**src/rtl/load_store_unit.sv**
```systemverilog
// Memory stage: turns LOAD/STORE ops from execute into a req/ready data-memory access,
// returns extended load data to writeback and raises misaligned/illegal/timeout exceptions.
module load_store_unit #(
    parameter int unsigned TIMEOUT_CYCLES = 255
) (
    input  logic        clk,
    input  logic        rst_n,
    input  logic        ex_valid,
    input  logic [6:0]  ex_opcode,
    input  logic [2:0]  ex_funct3,
    input  logic [31:0] ex_addr,
    input  logic [31:0] ex_wdata,
    input  logic [4:0]  ex_rd,
    output logic        lsu_busy,
    output logic        mem_req,
    output logic        mem_we,
    output logic [31:0] mem_addr,
    output logic [3:0]  mem_be,
    output logic [31:0] mem_wdata,
    input  logic [31:0] mem_rdata,
    input  logic        mem_ready,
    output logic        wb_valid,
    output logic [4:0]  wb_rd,
    output logic [31:0] wb_data,
    output logic        exc_valid,
    output logic [1:0]  exc_code,
    output logic [31:0] exc_addr
);

    localparam logic [6:0]  OP_LOAD  = 7'b0000011;
    localparam logic [6:0]  OP_STORE = 7'b0100011;
    localparam int unsigned CNT_W    = (TIMEOUT_CYCLES < 2) ? 1 : $clog2(TIMEOUT_CYCLES);

    typedef enum logic {IDLE = 1'b0, BUSY = 1'b1} state_t;

    state_t             state;
    logic [CNT_W-1:0]   cnt;
    logic [31:0]        addr_q;
    logic [2:0]         f3_q;
    logic [4:0]         rd_q;

    logic               is_load, is_store, f3_illegal, misaligned, timeout_hit;
    logic [3:0]         be_c;
    logic [31:0]        wdata_c, lane, load_data;

    assign lsu_busy = (state == BUSY);

    // Decode the op presented by execute: legality, alignment, byte enables, lane replication
    always_comb begin
        is_load    = ex_valid && (ex_opcode == OP_LOAD);
        is_store   = ex_valid && (ex_opcode == OP_STORE);
        f3_illegal = is_load ? ((ex_funct3 == 3'b011) || (ex_funct3[2:1] == 2'b11))
                             : (ex_funct3 >= 3'b011);
        misaligned = 1'b0;
        be_c       = 4'b1111;
        wdata_c    = ex_wdata;
        unique case (ex_funct3[1:0])
            2'b00: begin
                be_c    = 4'b0001 << ex_addr[1:0];
                wdata_c = {4{ex_wdata[7:0]}};
            end
            2'b01: begin
                misaligned = ex_addr[0];
                be_c       = 4'b0011 << ex_addr[1:0];
                wdata_c    = {2{ex_wdata[15:0]}};
            end
            2'b10:   misaligned = |ex_addr[1:0];
            default: misaligned = 1'b0;
        endcase
    end

    // Pick the addressed lane out of the read word and extend it
    always_comb begin
        lane = mem_rdata >> {addr_q[1:0], 3'b000};
        unique case (f3_q)
            3'b000:  load_data = {{24{lane[7]}}, lane[7:0]};
            3'b100:  load_data = {24'd0, lane[7:0]};
            3'b001:  load_data = {{16{lane[15]}}, lane[15:0]};
            3'b101:  load_data = {16'd0, lane[15:0]};
            default: load_data = lane;
        endcase
    end

    assign timeout_hit = (TIMEOUT_CYCLES != 0) && (cnt == CNT_W'(TIMEOUT_CYCLES - 1));

    always_ff @(posedge clk or negedge rst_n) begin
        if (!rst_n) begin
            state     <= IDLE;
            cnt       <= '0;
            addr_q    <= '0;
            f3_q      <= '0;
            rd_q      <= '0;
            mem_req   <= 1'b0;
            mem_we    <= 1'b0;
            mem_addr  <= '0;
            mem_be    <= '0;
            mem_wdata <= '0;
            wb_valid  <= 1'b0;
            wb_rd     <= '0;
            wb_data   <= '0;
            exc_valid <= 1'b0;
            exc_code  <= '0;
            exc_addr  <= '0;
        end else begin
            wb_valid  <= 1'b0;
            exc_valid <= 1'b0;
            unique case (state)
                IDLE: begin
                    if (is_load || is_store) begin
                        if (f3_illegal) begin
                            exc_valid <= 1'b1;
                            exc_code  <= 2'b10;
                            exc_addr  <= ex_addr;
                        end else if (misaligned) begin
                            exc_valid <= 1'b1;
                            exc_code  <= 2'b01;
                            exc_addr  <= ex_addr;
                        end else begin
                            state     <= BUSY;
                            cnt       <= '0;
                            mem_req   <= 1'b1;
                            mem_we    <= is_store;
                            mem_addr  <= {ex_addr[31:2], 2'b00};
                            mem_be    <= be_c;
                            mem_wdata <= wdata_c;
                            addr_q    <= ex_addr;
                            f3_q      <= ex_funct3;
                            rd_q      <= ex_rd;
                        end
                    end
                end
                BUSY: begin
                    // A handshake in the timeout cycle still completes normally
                    if (mem_ready) begin
                        state   <= IDLE;
                        mem_req <= 1'b0;
                        if (!mem_we) begin
                            wb_valid <= (rd_q != 5'd0);
                            wb_rd    <= rd_q;
                            wb_data  <= load_data;
                        end
                    end else if (timeout_hit) begin
                        state     <= IDLE;
                        mem_req   <= 1'b0;
                        exc_valid <= 1'b1;
                        exc_code  <= 2'b11;
                        exc_addr  <= addr_q;
                    end else if (TIMEOUT_CYCLES != 0) begin
                        cnt <= cnt + CNT_W'(1);
                    end
                end
                default: state <= IDLE;
            endcase
        end
    end

endmodule
```
**config.mk**
```make
export PLATFORM = sky130hd
export DESIGN_NAME = load_store_unit
export DESIGN_NICKNAME = d
export VERILOG_FILES = /design/src/rtl/load_store_unit.sv
export SDC_FILE = /design/constraint.sdc
export NUM_CORES = 1
export LEC_CHECK = 0
export ABC_AREA = 1
export BUFFER_PORTS_ARGS = -buffer_cell sky130_fd_sc_hd__clkbuf_2
export CAP_MARGIN = 20
export CORE_ASPECT_RATIO = 1.5
export CORE_MARGIN = 2
export CORE_UTILIZATION = 52
export CTS_CLUSTER_DIAMETER = 150
export DETAILED_ROUTE_END_ITERATION = 8
export PLACE_DENSITY = 0.8
export SYNTH_ARGS = -nofsm -noshare
export SYNTH_HDL_FRONTEND = slang
export SYNTH_SLANG_ARGS = --single-unit
```
**constraint.sdc**
```tcl
create_clock -name clk -period 2.1 [get_ports clk]
set_input_delay 0.105 -clock clk [delete_from_list [all_inputs] [get_ports clk]]
set_output_delay 0.105 -clock clk [all_outputs]
set_load 0.02 [all_outputs]
```
==> results of run 1 <==
-- repair_timing --
item / in CTS / in global routing
hold endpoints to repair: 97 / 1
setup buffers: 0 / 0
hold buffers: 57 / 1
-- worst paths after layout --
kind / startpoint / to / slack, ns / cells after the start
min in group asynchronous: rst_n / wb_data[4]$_DFFE_PN0P_ / 0.16 / 2
worst min-delay path: ex_wdata[13] / mem_wdata[13]$_DFFE_PN0P_ / 0.01 / 3
worst max register to register: addr_q[1]$_DFFE_PN0P_ / wb_data[17]$_DFFE_PN0P_ / 0.26 / 7
worst max-delay path: ex_funct3[0] / addr_q[15]$_DFFE_PN0P_ / 0.1 / 11
worst min register to register: mem_wdata[21]$_DFFE_PN0P_ / mem_wdata[21]$_DFFE_PN0P_ / 0.47 / 2
max in group asynchronous: rst_n / wb_data[30]$_DFFE_PN0P_ / 1.23 / 3
-- placed cells by master (no fill, tap or decap), types with 2 or more instances in the layout --
cell type,instances
clkinv_1,2
o21ai_0,65
conb_1,2
nand2_4,24
a21oi_1,33
nand4_1,3
buf_4,13
o21ai_1,29
dlygate4sd3_1,58
o211ai_1,7
nand3_2,9
ha_1,6
xor2_1,3
or2_2,16
nand2_2,20
bufinv_16,2
clkbuf_16,17
o21ai_2,37
nor3_1,2
a31oi_1,9
nand3_1,106
nand2_1,303
inv_2,11
clkbuf_2,255
inv_1,85
nor2_4,4
dfrtp_1,159
inv_6,5
buf_12,8
nor3b_1,2
clkinvlp_4,3
nor2_1,33
-- sequential cells by signal, indices dropped and copies added (netlist names) --
signal	flops
addr_q	32
mem_be	4
mem_wdata	32
lsu_busy	1
wb_rd	5
cnt	8
wb_data	32
mem_req	1
wb_valid	1
f3_q	3
rd_q	5
exc_addr	32
exc_valid	1
exc_code	2
mem_we	1
-- layout make-up --
class	count	area [um^2]
multi-input combinational	719	3720
tap	210	263
inverter	99	374
timing repair buffer	335	2130
fill	1364	5540
sequential	160	4010
clock inverter	13	151
clock buffer	19	443
-- per-layer routing --
metal  routed length (um)  up-vias
met5                    0        -
met3                 1570      130
met4                 1640        0
met1                 9010     3809
li1                     -     3907
met2                12100      398
-- metrics by stage --
stage	setup slack [ns]	instances	area [um^2]	util, %
after global placement	0.331	1465	9900	59.6
final	0.0995	1555	11100	66.7
after CTS	0.153	1554	11100	66.6
after global routing	0.00821	1555	11100	66.7
after detailed placement	0.287	1465	9900	59.6
after floorplan	0.596	1073	8730	-
-- power breakdown --
part	switching [mW]	leakage (nW)	internal, mW	total (mW)
sequential	0.219	2.01	3.41	3.63
clock	1.31	0.283	1.81	3.12
combinational	1.14	3.58	0.656	1.80
-- worst max-delay path, delay by kind of cell --
family                     cells  cell delay [ns]
adders and majority gates      1             0.32
and+or+nand+nor                4             0.57
AOI/OAI and AO/OA              1             0.09
buffers and inverters          5             1.17
-- cell families (layout without fill, tap and decap cells) --
group | after synthesis | after routing
compound gates | 183 | 183
xor+xnor | 3 | 3
simple gates | 525 | 525
flops | 160 | 160
other cells | 1 | 2
fa+ha+maj | 6 | 6
buf+inv | 194 | 466
==> flow_metrics.env, run 1 <==
export IMPL_status="complete, no violations"
export IMPL_ant_nets=0
export IMPL_cts_buffers=17
export IMPL_drc=0
export IMPL_synth_mux_area_share_pct=0
export IMPL_chipWidth_um=110
export IMPL_grt_first_pass_wirelength_um=38800
export IMPL_hold_class="input pin to register"
export IMPL_synth_avg_cell_area_um2=8.14
export IMPL_crit_required_ns=2.40
export IMPL_drive_gt1_share_pct=32.3
export IMPL_min_period_ns=2.00
export IMPL_vias_per_cell=5.30
export IMPL_use_met1_pct=32.4
export IMPL_insertedDiodeCount=0
export IMPL_antenna_found_initial=0
export IMPL_rsz0062_at_grt="false"
export IMPL_synth_top_family_by_area="simple AND/OR/NAND/NOR gates"
export IMPL_coreArea_um2=16600
export IMPL_synth_cell_types=36
export IMPL_grtUsageMet2_pct=45.7
export IMPL_total_power_mw=8.54
export IMPL_critical_path_class="input pin to register"
export IMPL_portBuffers=256
export IMPL_clockRootBuffer="clkbuf_16"
export IMPL_cts_max_level=4
export IMPL_tns_ns=0
export IMPL_synth_cells=1072
export IMPL_synth_area_leaders="dfrtp_1 46%, nand2_1 13%, nand3_1 6.1%"
export IMPL_startpoint_type="input pin"
export IMPL_fin_skew_ns=0.0173
export IMPL_p_per_area_nw_per_um2=771
export IMPL_ys_ff_latch=160
export IMPL_dieArea_um2=17900
export IMPL_grt_max_degree=61
export IMPL_netlist_top_cells_count="303 x nand2_1, 160 x dfrtp_1, 106 x nand3_1, 85 x inv_1, 65 x o21ai_0"
export IMPL_num_rows=58
export IMPL_synth_top_cell_by_area="dfrtp_1"
export IMPL_hold_violations=0
export IMPL_syn_cell_area_um2=8730
export IMPL_finalNetCount=1453
export IMPL_synth_edf_count=0
export IMPL_gp_congestion=0.950
export IMPL_synth_seq_area_share_pct=45.9
export IMPL_leakagePower_nw=5.87
export IMPL_hpwlAfterDp_um=16600
export IMPL_end_kind="register"
export IMPL_slowest_stage="dlygate4sd3_1"
export IMPL_clk_pin_slew_ns=0.07
export IMPL_async_reset_ff_share_pct=100
export IMPL_cts_tree="yes"
export IMPL_yosysWarningCount=0
export IMPL_grt_busiest_layer="met2"
export IMPL_synth_ff_type="dfrtp_1"
export IMPL_path_cells="dlygate4sd3_1, clkbuf_2, inv_1, ha_1, nand3_2, clkinv_1, nor2_4, nand2_8, buf_12, nand2_1, o21ai_1"
export IMPL_cts_resized=0
export IMPL_routed_wl_um=24300
export IMPL_grt_pass1_vias=7807
export IMPL_synth_compound_area_share_pct=12.6
export IMPL_grt_total_usage_pct=27.8
export IMPL_whs_ns=0.0146
export IMPL_max_freq_mhz=500
export IMPL_grt_overflow=0
export IMPL_synth_top_area_share_pct=45.9
export IMPL_dr_pass1_iters=7
export IMPL_synthXorXnorAreaFrac_pct=0.301
export IMPL_initial_core_util_pct=52.5
export IMPL_post_route_period_util_pct=95.3
export IMPL_drtIter0Drc=594
export IMPL_num_vias=8244
export IMPL_worstMarginPinSlew_ns=0.637
export IMPL_ir_drop_mv=0.470
export IMPL_clockBufferDepth=2
export IMPL_max_cap_viol_count=0
export IMPL_path_max_fanout=40
export IMPL_synth_simple_area_share_pct=28.7
export IMPL_grt_use_met3_pct=5.32
export IMPL_clock_latency_ns=0.42
export IMPL_finalSetupViolCount=0
export IMPL_critical_path_arrival_ns=2.30
export IMPL_maxSlewViolCount=0
export IMPL_ios=259
export IMPL_yosys_area_share_adder_pct=0.860
export IMPL_wl_per_cell_um=15.7
export IMPL_syn_to_final_growth_pct=26.9
export IMPL_relSlewSlack_pct=57.5
export IMPL_yosysMostFrequentCell="nand2_1"
export IMPL_critPathMaxStageDelay_ns=0.57
export IMPL_die_h_um=163
export IMPL_cts_sinks=160
Note: power is estimated with default switching activity, not from simulation.
==> run 2, diff against run 1 <==
--- a/config.mk
+++ b/config.mk
@@ -14,6 +14,8 @@
 export CTS_CLUSTER_DIAMETER = 150
 export DETAILED_ROUTE_END_ITERATION = 8
 export PLACE_DENSITY = 0.8
+export RECOVER_POWER = 100
+export SKIP_LAST_GASP = 1
 export SYNTH_ARGS = -nofsm -noshare
 export SYNTH_HDL_FRONTEND = slang
 export SYNTH_SLANG_ARGS = --single-unit
==> run 2 against run 1 <==
Net effect:
- utilization down 2.4 points
- count of clock-buffer cells in the layout stayed put
- sequential cell count is the same
- wire length is 0.13% higher
- register-to-register slack worse by 0.06 ns
- first-iteration DRC count up 11%
- non-clock buffer count unchanged
- critical endpoint unchanged
==> flow_metrics.env, run 2 (synthesis results as in run 1) <==
export IMPL_p_per_area_nw_per_um2=789
export IMPL_chipWidth_um=110
export IMPL_clockBufferDepth=2
export IMPL_hp_start="ex_addr[1]"
export IMPL_pwr_share_clk_pct=37.0
export IMPL_postCtsSetupBuffers=0
export IMPL_num_rows=58
export IMPL_hold_violations=0
export IMPL_multi_input_area_um2=3530
export IMPL_whs_ns=0.00581
export IMPL_cts_sinks=160
export IMPL_clk_pin_slew_ns=0.07
export IMPL_syn_to_final_growth_pct=22.4
export IMPL_grt_max_degree=61
export IMPL_cts_buffers=17
export IMPL_cts_tree="yes"
export IMPL_critical_path_arrival_ns=2.24
export IMPL_slowest_stage="dlygate4sd3_1"
export IMPL_fillCellCount=1525
export IMPL_vias_per_cell=5.29
export IMPL_end_kind="register"
export IMPL_grt_total_usage_pct=27.8
export IMPL_hold_depth=3
export IMPL_tns_ns=0
export IMPL_seqCellArea_um2=4000
export IMPL_drc=0
export IMPL_final_cell_mix="331 x nand2_1, 160 x dfrtp_1, 142 x clkbuf_1, 117 x clkbuf_2, 108 x nand3_1"
export IMPL_drive_gt1_share_pct=18.9
export IMPL_worstMarginPinSlew_ns=1.18
export IMPL_hpwlAfterDp_um=16600
export IMPL_routed_wl_um=24400
export IMPL_path_cells="dlygate4sd3_1, clkbuf_2, inv_1, ha_1, nand3_2, clkinv_1, nor2_4, nand2_8, buf_8, nand2_1, o21ai_1"
export IMPL_antenna_found_initial=0
export IMPL_design_area_um2=10700
export IMPL_fin_skew_ns=0.0185
export IMPL_wl_per_cell_um=15.7
export IMPL_final_common_cell="nand2_1"
export IMPL_intPower_mw=5.78
export IMPL_gp_congestion=0.950
export IMPL_max_cap_viol_count=0
export IMPL_clockRootBuffer="clkbuf_16"
export IMPL_crit_required_ns=2.40
export IMPL_ios=259
export IMPL_stdcell_count=1555
export IMPL_clock_latency_ns=0.42
export IMPL_switching_share_pct=31.4
export IMPL_status="complete, no violations"
export IMPL_cts_max_level=4
export IMPL_dr_pass1_iters=7
export IMPL_cts_hold_buffers=57
export IMPL_total_power_mw=8.43
export IMPL_min_period_ns=1.95
export IMPL_startpoint_type="input pin"
export IMPL_relSlewSlack_pct=21.0
export IMPL_leakagePower_nw=5.36
export IMPL_seqPwrFrac_pct=42.9
export IMPL_grt_first_pass_wirelength_um=38800
export IMPL_rsz0062_at_grt="false"
export IMPL_r2r_cells=10
export IMPL_critical_path_class="input pin to register"
export IMPL_ir_drop_mv=0.465
export IMPL_hold_path_endpoint="addr_q[1]$_DFFE_PN0P_"
export IMPL_r2r_start="cnt[0]$_DFFE_PN0P_"
export IMPL_hold_class="input pin to register"
export IMPL_grt_pass1_vias=7807
export IMPL_dp_cells=1465
export IMPL_place_area_um2=9900
export IMPL_initial_core_util_pct=52.5
export IMPL_dieArea_um2=17900
export IMPL_post_route_period_util_pct=92.8
export IMPL_cts_resized=0
export IMPL_portBuffers=256
export IMPL_num_vias=8225
export IMPL_insertedDiodeCount=0
export IMPL_ff2ff_setup_slack_ns=0.20
export IMPL_p_switching_mw=2.65
export IMPL_die_h_um=163
export IMPL_timing_rr_end="exc_addr[8]$_DFFE_PN0P_"
export IMPL_max_freq_mhz=513
export IMPL_ant_nets=0
export IMPL_drtIter0Drc=662
export IMPL_path_max_fanout=40
export IMPL_grt_overflow=0
export IMPL_critPathMaxStageDelay_ns=0.57
export IMPL_maxSlewViolCount=0
export IMPL_p_comb_share_pct=20.1
export IMPL_finalSetupViolCount=0
export IMPL_finalNetCount=1453
export IMPL_coreArea_um2=16600
-- run 2: how the worst max path moves through the flow --
stage / end / cells past startpoint / slack [ns] / start
global route: exc_addr[1]$_DFFE_PN0P_ / 10 / 0.007 / cnt[0]$_DFFE_PN0P_
detailed placement: mem_wdata[29]$_DFFE_PN0P_ / 12 / 0.29 / ex_funct3[1]
CTS: addr_q[10]$_DFFE_PN0P_ / 11 / 0.15 / ex_funct3[0]
floorplan: wb_data[22]$_DFFE_PN0P_ / 9 / 0.60 / lsu_busy$_DFF_PN0_
global placement: mem_wdata[26]$_DFFE_PN0P_ / 12 / 0.33 / ex_funct3[1]
finish: addr_q[15]$_DFFE_PN0P_ / 11 / 0.15 / ex_funct3[0]
-- run 2: per-layer routing --
layer	routed length, um	vias up	GRT usage, %	share of wire (%)
li1	-	3906	-	-
met1	9130	3838	32.4	37
met2	12200	360	45.7	50
met3	1460	121	5.32	6.0
met4	1620	0	18.6	6.6
met5	0	-	0	0
-- run 2: layout make-up --
| class | count | area share, % |
|---|---|---|
| multi-input cells | 719 | 33.0 |
| flip-flops and latches | 160 | 37.5 |
| repair buffers | 335 | 18.0 |
| well taps | 210 | 2.46 |
| inverters | 99 | 3.50 |
| clock buffers | 19 | 4.15 |
| clock inverters | 13 | 1.42 |
-- run 2: critical path: cells and delay by family --
kind / cells / cell delay [ns]
buffers and inverters: 5 / 1.15
AOI/OAI and AO/OA: 1 / 0.08
and+or+nand+nor: 4 / 0.54
adders and majority gates: 1 / 0.32
-- run 2: through the flow --
stage	setup WS, ns	util, %
floorplan	0.596	-
global placement	0.331	59.6
detailed placement	0.287	59.6
CTS	0.153	66.6
global route	0.00714	64.3
finish	0.151	64.3
-- run 2: power groups by stage --
| stage | sequential, mW | clock (mW) | combinational (mW) |
|---|---|---|---|
| 6_report | 3.62 | 3.12 | 1.69 |
| 5_1_grt | 3.65 | 3.32 | 1.86 |
| 4_1_cts | 3.62 | 3.19 | 1.79 |
| 3_5_place_dp | 3.68 | 0 | 1.70 |
| 3_3_place_gp | 3.67 | 0 | 1.66 |
| 2_1_floorplan | 3.98 | 0 | 0.713 |
